## config.mk

```make
export PLATFORM = sky130hd
export DESIGN_NAME = gpu_tile_writer
export DESIGN_NICKNAME = d
export VERILOG_FILES = /design/src/rtl/gpu_tile_writer.sv
export SDC_FILE = /design/constraint.sdc
export NUM_CORES = 1
export LEC_CHECK = 0
export ABC_AREA = 1
export ABC_CLOCK_PERIOD_IN_PS = 3600
export CAP_MARGIN = 20
export CORE_ASPECT_RATIO = 0.75
export CORE_MARGIN = 2
export CORE_UTILIZATION = 52
export CTS_CLUSTER_DIAMETER = 60
export CTS_CLUSTER_SIZE = 40
export DETAILED_ROUTE_END_ITERATION = 8
export HOLD_SLACK_MARGIN = 0.05
export PLACE_DENSITY = 0.82
export SLEW_MARGIN = 20
export SYNTH_ARGS = -nofsm -noshare
export SYNTH_HDL_FRONTEND = slang
export SYNTH_SLANG_ARGS = --single-unit
```

## constraint.sdc

```tcl
create_clock -name clock -period 3.6 [get_ports clock]
set_clock_uncertainty 0.05 [all_clocks]
set_input_delay 0.72 -clock clock [delete_from_list [all_inputs] [get_ports clock]]
set_output_delay 0.72 -clock clock [all_outputs]
set_load 0.005 [all_outputs]
```

## src/rtl/gpu_tile_writer.sv

```systemverilog
// gpu_tile_writer
//
// Walks a MY_ROWS x MY_COLS tile of pixels, placed at (start_row, start_col)
// inside a TOTAL_ROWS x TOTAL_COLS frame, and writes each pixel that lands
// inside the frame to memory through an Avalon-MM write-only master. Pixels
// falling outside the frame are skipped. A pixel of PIXEL_BYTES bytes goes out
// as BEATS = PIXEL_BYTES/BUS_BYTES consecutive bus beats, least significant
// bytes first, at consecutive addresses.
//
// Ports
//   clock, reset_n          rising-edge clock, asynchronous active-low reset
//   start_row, start_col    tile origin in the frame
//   pixel_buffer            frame base byte address
//   start                   begin a writeout (ignored while busy)
//   abort                   cancel the writeout in progress
//   clear_interrupt         drop done_rendering and return to idle
//   sel_row, sel_col        tile-local coordinate of the pixel being fetched
//   pixel                   pixel value for (sel_row, sel_col)
//   m1_*                    Avalon-MM write master
//   busy                    writeout in progress
//   done_rendering          tile finished, waiting for clear or restart
//
// Handshake: a beat is offered while m1_write=1 and is accepted on the rising
// edge where m1_waitrequest=0; while m1_waitrequest=1 the address, data and
// write strobe stay frozen.
module gpu_tile_writer #(
  parameter int MY_ROWS    = 2,
  parameter int MY_COLS    = 2,
  parameter int TOTAL_ROWS = 4,
  parameter int TOTAL_COLS = 4,
  parameter int PIXEL_BITS = 16,
  parameter int BUS_BYTES  = 1,
  localparam int ROW_BITS  = $clog2(TOTAL_ROWS),
  localparam int COL_BITS  = $clog2(TOTAL_COLS),
  localparam int SROW_BITS = (MY_ROWS > 1) ? $clog2(MY_ROWS) : 1,
  localparam int SCOL_BITS = (MY_COLS > 1) ? $clog2(MY_COLS) : 1
) (
  input  logic                   clock,
  input  logic                   reset_n,
  input  logic [ROW_BITS-1:0]    start_row,
  input  logic [COL_BITS-1:0]    start_col,
  input  logic [31:0]            pixel_buffer,
  input  logic                   start,
  input  logic                   abort,
  input  logic                   clear_interrupt,
  output logic [SROW_BITS-1:0]   sel_row,
  output logic [SCOL_BITS-1:0]   sel_col,
  input  logic [PIXEL_BITS-1:0]  pixel,
  output logic [31:0]            m1_address,
  output logic [BUS_BYTES*8-1:0] m1_writedata,
  output logic [BUS_BYTES-1:0]   m1_byteenable,
  output logic                   m1_write,
  input  logic                   m1_waitrequest,
  output logic                   busy,
  output logic                   done_rendering
);

  localparam int PIXEL_BYTES = PIXEL_BITS / 8;
  localparam int BEATS       = PIXEL_BYTES / BUS_BYTES;
  localparam int BUS_BITS    = BUS_BYTES * 8;
  localparam int BEAT_BITS   = (BEATS > 1) ? $clog2(BEATS) : 1;

  localparam logic [SROW_BITS-1:0] ROW_LAST  = SROW_BITS'(MY_ROWS - 1);
  localparam logic [SCOL_BITS-1:0] COL_LAST  = SCOL_BITS'(MY_COLS - 1);
  localparam logic [BEAT_BITS-1:0] BEAT_LAST = BEAT_BITS'(BEATS - 1);

  typedef enum logic [2:0] {
    S_IDLE      = 3'd0,
    S_ADDR      = 3'd1,
    S_WRITE     = 3'd2,
    S_NEXT      = 3'd3,
    S_INTERRUPT = 3'd4
  } state_e;

  state_e                 state_q, state_d;
  logic [SROW_BITS-1:0]   r_q, r_d;
  logic [SCOL_BITS-1:0]   c_q, c_d;
  logic [BEAT_BITS-1:0]   beat_q, beat_d;
  logic [31:0]            addr_q, addr_d;
  logic [PIXEL_BITS-1:0]  hold_q, hold_d;

  // Frame coordinate of the current tile pixel, kept in 32 bits so the
  // clipping compare cannot wrap for origins near the frame edge.
  logic [31:0] gr, gc, pix_offset;
  logic        clipped;
  logic        last_pixel;
  logic [PIXEL_BITS-1:0] hold_shifted;

  assign gr         = 32'(start_row) + 32'(r_q);
  assign gc         = 32'(start_col) + 32'(c_q);
  assign clipped    = (gr >= 32'(TOTAL_ROWS)) || (gc >= 32'(TOTAL_COLS));
  assign pix_offset = (gr * 32'(TOTAL_COLS) + gc) * 32'(PIXEL_BYTES);
  assign last_pixel = (r_q == ROW_LAST) && (c_q == COL_LAST);

  // Beat n carries bytes [n*BUS_BYTES +: BUS_BYTES] of the held pixel.
  assign hold_shifted = hold_q >> (BUS_BITS * int'(beat_q));

  always_comb begin
    state_d = state_q;
    r_d     = r_q;
    c_d     = c_q;
    beat_d  = beat_q;
    addr_d  = addr_q;
    hold_d  = hold_q;
    case (state_q)
      S_IDLE: begin
        if (start) begin
          state_d = S_ADDR;
          r_d     = '0;
          c_d     = '0;
        end
      end
      S_ADDR: begin
        if (abort) begin
          state_d = S_IDLE;
        end else if (clipped) begin
          state_d = S_NEXT;
        end else begin
          addr_d  = pixel_buffer + pix_offset;
          hold_d  = pixel;
          beat_d  = '0;
          state_d = S_WRITE;
        end
      end
      S_WRITE: begin
        // Nothing moves until the slave takes the current beat; an abort
        // lets that beat finish and drops the rest.
        if (!m1_waitrequest) begin
          if (abort) begin
            state_d = S_IDLE;
          end else if (beat_q == BEAT_LAST) begin
            state_d = S_NEXT;
          end else begin
            addr_d = addr_q + 32'(BUS_BYTES);
            beat_d = beat_q + BEAT_BITS'(1);
          end
        end
      end
      S_NEXT: begin
        if (abort) begin
          state_d = S_IDLE;
        end else begin
          if (c_q == COL_LAST) begin
            c_d = '0;
            r_d = r_q + SROW_BITS'(1);
          end else begin
            c_d = c_q + SCOL_BITS'(1);
          end
          state_d = last_pixel ? S_INTERRUPT : S_ADDR;
        end
      end
      S_INTERRUPT: begin
        if (clear_interrupt) begin
          state_d = S_IDLE;
        end else if (start) begin
          state_d = S_ADDR;
          r_d     = '0;
          c_d     = '0;
        end
      end
      default: begin
        state_d = S_IDLE;
      end
    endcase
  end

  always_ff @(posedge clock or negedge reset_n) begin
    if (!reset_n) begin
      state_q <= S_IDLE;
      r_q     <= '0;
      c_q     <= '0;
      beat_q  <= '0;
      addr_q  <= '0;
      hold_q  <= '0;
    end else begin
      state_q <= state_d;
      r_q     <= r_d;
      c_q     <= c_d;
      beat_q  <= beat_d;
      addr_q  <= addr_d;
      hold_q  <= hold_d;
    end
  end

  // Bus strobes decode straight from the state register so an asynchronous
  // reset clears them in the same cycle.
  assign m1_write       = (state_q == S_WRITE);
  assign m1_byteenable  = {BUS_BYTES{m1_write}};
  assign m1_writedata   = m1_write ? hold_shifted[BUS_BITS-1:0] : '0;
  assign m1_address     = addr_q;
  assign sel_row        = r_q;
  assign sel_col        = c_q;
  assign busy           = (state_q == S_ADDR) || (state_q == S_WRITE) ||
                          (state_q == S_NEXT);
  assign done_rendering = (state_q == S_INTERRUPT);

endmodule

```

# Yosys cells after proc, flatten, opt, wreduce, memory -nomap -nowiden
# Index checks and enable logic that the tools add are counted.
[totals]
reg_bits = 54
in_bits = 58
[classes]
magnitude_cmp = 2
muxes = 33
bitwise_logic = 2
add_sub_neg = 8
shift = 1
reduce_logical = 13
n_eq_ne = 13
[ops]
columns = ["cell", "count"]
rows = [
  ["32-bit two-way mux", 5],
  ["32-bit case mux with 2 select lines", 1],
  ["32-bit by 1-bit adder with 32-bit output (second input constant)", 1],
  ["32-bit by 7-bit adder with 32-bit output", 1],
  ["3-bit two-way mux", 7],
  ["2-bit inequality test (second input constant)", 8],
  ["16-bit by 4-bit >> shifter with 8-bit output", 1],
  ["3-bit case mux with 5 select lines", 1],
  ["1-bit two-way mux", 14],
  ["8-bit two-way mux", 1],
  ["2-bit by 1-bit adder with 3-bit output", 2],
  ["5-bit by 3-bit adder with 6-bit output", 1],
  ["3-bit by 2-bit equality test with 1-bit output (second input constant)", 2],
  ["3-bit >= comparator (second input constant)", 2],
  ["1-bit case mux with 3 select lines", 2],
  ["3-bit AND reduction", 2],
  ["6-bit AND reduction", 1],
  ["5-bit AND reduction", 1],
  ["4-bit AND reduction", 1],
  ["1-bit adder (second input constant)", 3],
  ["3-bit by 1-bit equality test with 1-bit output (second input constant)", 1],
  ["3-bit equality test (second input constant)", 1],
  ["3-bit zero test", 1],
  ["1-bit logical OR", 3],
  ["other kinds (8)", 9],
]

# Logic depth before layout (Yosys ltp)
[depth]
word_depth = 6
ltp_mapped = 19

# Worst setup path after synthesis
# No wires, ideal clock.
[synth_timing]
path_kind = "in2reg"
startpoint = "in start_col[0]"
endpoint = "reg addr_q[29], in the netlist m1_address[29]"
setup_ns = 0.117
n_path_buf = 0
slack_ns = 0.738
cell_stages = 18
required_time_ns = 3.433
arrival_ns = 2.696
path_cell_list = "ha_1 ha_1 ha_1 nand2_1 xor2_1 inv_1 ha_1 nand2_1 inv_1 nand3_1 nand2_2 nand2_2 nor2_1 nand2_1 nand2_1 nand3_1 nand2_1 nand2_1"
[synth_via]
elab_chain_cells = 6
[synth_lines]
columns = ["item", "line", "text"]
rows = [
  ["start, declared", "41", "input logic [COL_BITS-1:0] start_col,"],
  ["2-bit by 1-bit adder with 3-bit output (*)", "90", "assign gc = 32'(start_col) + 32'(c_q);"],
  ["5-bit by 3-bit adder with 6-bit output", "92", "assign pix_offset = (gr * 32'(TOTAL_COLS) + gc) * 32'(PIXEL_BYTES);"],
  ["32-bit by 7-bit adder with 32-bit output", "119", "addr_d = pixel_buffer + pix_offset;"],
  ["32-bit two-way mux", "116", "end else if (clipped) begin"],
  ["32-bit two-way mux", "114", "if (abort) begin"],
  ["32-bit case mux with 2 select lines", "105", "case (state_q)"],
  ["end signal, assigned", "180", "addr_q <= addr_d;"],
  ["end, declared", "79", "logic [31:0] addr_q, addr_d;"],
]
# Mark *: on every way between the ends. The rest lies on a longest branch, timed or not. The select of a mux whose other input is x is not followed.
# A chain may end at the register's enable or synchronous reset.

# Final worst setup path
[layout_timing]
startpoint = "in start_col[0]"
endpoint = "reg addr_q[17], in the netlist m1_address[17]"
# The elaborated chain is that of the path after synthesis.

==> metrics.md <==
| Metric | Value |
|---|---|
| Yosys top cell by area | dfrtp_1 |
| Crit-path slowest cell | clkdlybuf4s50_1 |
| First-pass GRT wire length | approximately 25000 µm |
| Status | completed |
| Post-synthesis sequential area ratio | 0.293 |
| Yosys warns | 0 |
| Reg clk slew, reported paths | ~80 ps |
| I/O pin cnt | roughly 100 |
| Post-Syn Area per Cell | between 6 and 7 µm² |
| #FFs+latches synth | 54 |
| Routed Antenna Nets | 0 |
| Chip height | ~86 µm |
| Vias in the first global route | roughly 5.1k |
| Maximum clock rate | 294 MHz |
| Max IR drop VDD | roughly 0.00056 V |
| Inserted Diodes | 0 |
| Worst hold slack | roughly 440 ps |
| Rows | 29 |
| Setup ws final | about 200 ps |
| Worst path required time | 3740 ps |
| Final Hold Fails | 0 |
| Worst hold path class | reg2reg |
| Drt drc | 0 |
| CTS tree | done |
| Clock Sink Count | 54 |
| Routed len/inst | roughly 17 µm |
| Worst-skew pair later-pin latency | ~300 ps |
| Port Buffer Count | approximately 100 |
| Post-CTS Hold Buffers | 0 |
| Setup crit start kind | input pin |
| Place WS | -24.0 ps |
| Critical path class | in2reg |
| CTS buffer count | 5 |
| Synth cell count leaders | nand2_1, nor2_1, inv_1, nand3_1, dfrtp_1 |
| Nets | 913 |
| Max_cap viols | 0 |
| Fin crit period | approximately 3400 ps |
| CP cell instances | clkdlybuf4s50_1, ha_1, ha_1, ha_1, nand2_1, xor2_1, inv_1, ha_1, nand2_1, inv_1, nand3_1, a21oi_2, nand2_1, nand2_1, nand3_1, nand3_1, o21ai_0 |
| Initial drt markers | roughly 540 |
| Maximum root-to-sink buffer count | 2 |
| Fraction of layout cells with a size suffix above 1 | 0.0582 |
| CP endpoint kind | flip-flop |
| Final setup viols | 0 |
| Area Growth Syn to Fin | 28.2% |
| Vias | around 5.4k |
| Initial antenna violation count | 0 |
| Die width | roughly 110 µm |
| Most frequent cell after synthesis | nand2_1 |
| Main synth FF type | dfrtp_1 |
| Core area | between 8000 and 9000 µm² |
| Top cell type's share of synthesized area | 0.293 |
| Via-to-Cell Ratio | roughly 5.7 |
| Syn Std Cell Area | around 4600 µm² |
| Post-synth cell types | between 40 and 50 |
| Post-synth net total | between 800 and 900 |
| Final slew viol count | 0 |
| Initial Util | 0.541 |
| Period utilization | 0.946 |
| Post-synth EDFFs | 0 |
| Crit-path max cell delay | between 400 and 500 ps |
| WL final | 15900 µm |
| H-Tree Depth | 2 |
| All-Layer GR Usage | 0.335 |
| RSZ-0062 raised after global routing | yes |
| LEAKAGE | between 2 and 3 nW |
| Synth area leaders | dfrtp_1, nand2_1, nand3_1 |
| DRT Pass-1 Iters | 7 |
| Crit path max fanout | 7 |
| Dpl hpwl | roughly 12000 µm |
| Syn Inst Count | about 740 |
| Fillers | 758 |
| Power after layout | 4.06 mW |
| Die Area | a little under 10000 µm² |
| Grt ovf | 0 |
| P per Cell Area | just under 700 nW/µm² |
| Root buf cell | clkbuf_16 |
| Slew headroom | 0.412 |
| Total setup buffers inserted after CTS | 0 |
| Worst EP arrival | 3540 ps |
| Gpl congestion | between 0.9 and 1 |
| Worst Tran Pin Value | about 900 ps |
| Post-synth ARST share | 1.00 |
| Pin count of the biggest net entering global routing | 43 |
timing repair:
| item | 4_1_cts | 5_1_grt |
|---|---|---|
| hold endpoints to repair | 0 | 0 |
| setup endpoints to repair | 0 | 4 |
| gates resized for setup | 0 | 5 |
state kept, by name (all words and copies together) (netlist names):
signal / flops
m1_address: 32
hold_q: 16
state_q: 3
beat_q: 1
sel_col: 1
sel_row: 1
cell families after synthesis:
group,after synthesis,share of synthesized area
compound gates,74,0.0888
xor+xnor,19,0.0361
fa+ha+maj,14,0.0396
buf+inv,93,0.0855
flops,54,0.293
simple gates,487,0.457
final cells by class:
| class | instances | area [µm²] | share of cell area |
|---|---|---|---|
| multi-input combinational | 594 | 2880 | 0.487 |
| sequential | 54 | 1350 | 0.229 |
| timing repair buffer | 110 | 1080 | 0.183 |
| inverter | 76 | 288 | 0.0487 |
| clock buffer | 6 | 139 | 0.0235 |
| tap | 108 | 135 | 0.0229 |
| clock inverter | 2 | 38.8 | 0.00657 |
through the flow:
| step | setup TNS [ps] | area, µm² | util | std cells |
|---|---|---|---|---|
| finish | 0 | 5910 | 0.693 | 950 |
| detailed placement | -89.6 | 5720 | 0.670 | 942 |
| global route | -12.5 | 5910 | 0.693 | 950 |
| global placement | 0 | 5720 | 0.670 | 942 |
| floorplan | 0 | 4610 | - | 741 |
| CTS | 0 | 5890 | 0.691 | 950 |
worst max-delay path, delay by kind of cell:
family	cells	cell delay, ps
AND/OR/NAND/NOR	7	730
XOR/XNOR	1	180
adder cells (fa/ha/maj)	4	980
AO/OA/AOI/OAI	2	410
buffers and inverters	3	530
routing by layer:
metal  global-route usage  vias to the layer above  share of wire
li1                     -                     2577              -
met1                0.489                     2470           0.44
met2                0.507                      330           0.43
met3               0.0799                       21           0.11
met4               0.0787                        0          0.018
met5                    0                        -              0
power by group:
part           internal [mW]  leakage, nW  switching, mW
registers              0.887        0.663          0.405
clock network          0.351       0.0875          0.247
logic                  0.958         1.99           1.21
cell usage in the layout, fill, tap and decap left out, types with 2 or more instances in the layout:
cell	instances
a21oi_1	31
a21oi_2	2
a31oi_1	3
buf_4	7
clkbuf_16	5
clkdlybuf4s50_1	102
clkinv_1	2
dfrtp_1	54
ha_1	13
inv_1	70
inv_2	3
nand2_1	284
nand2_2	6
nand3_1	65
nand3_2	2
nand3b_1	9
nand4_1	14
nor2_1	72
nor2_2	8
nor3_1	13
nor3_2	2
o211ai_1	2
o21ai_0	24
o21ai_1	5
or2_1	3
or2_2	3
xnor2_1	5
xor2_1	14
path summary, 6_finish.rpt:
kind	start	to	slack, ps	cells after the start
worst max register to register	sel_col	m1_address[17]	610	16
worst min register to register	hold_q[4]	hold_q[4]	440	2
worst max-delay path	start_col[0]	m1_address[17]	200	17
max in group asynchronous	reset_n	m1_address[20]	2200	2
min in group asynchronous	reset_n	hold_q[14]	480	1
worst min-delay path	hold_q[4]	hold_q[4]	440	2
No activity file was read; power rests on OpenSTA's default activity.
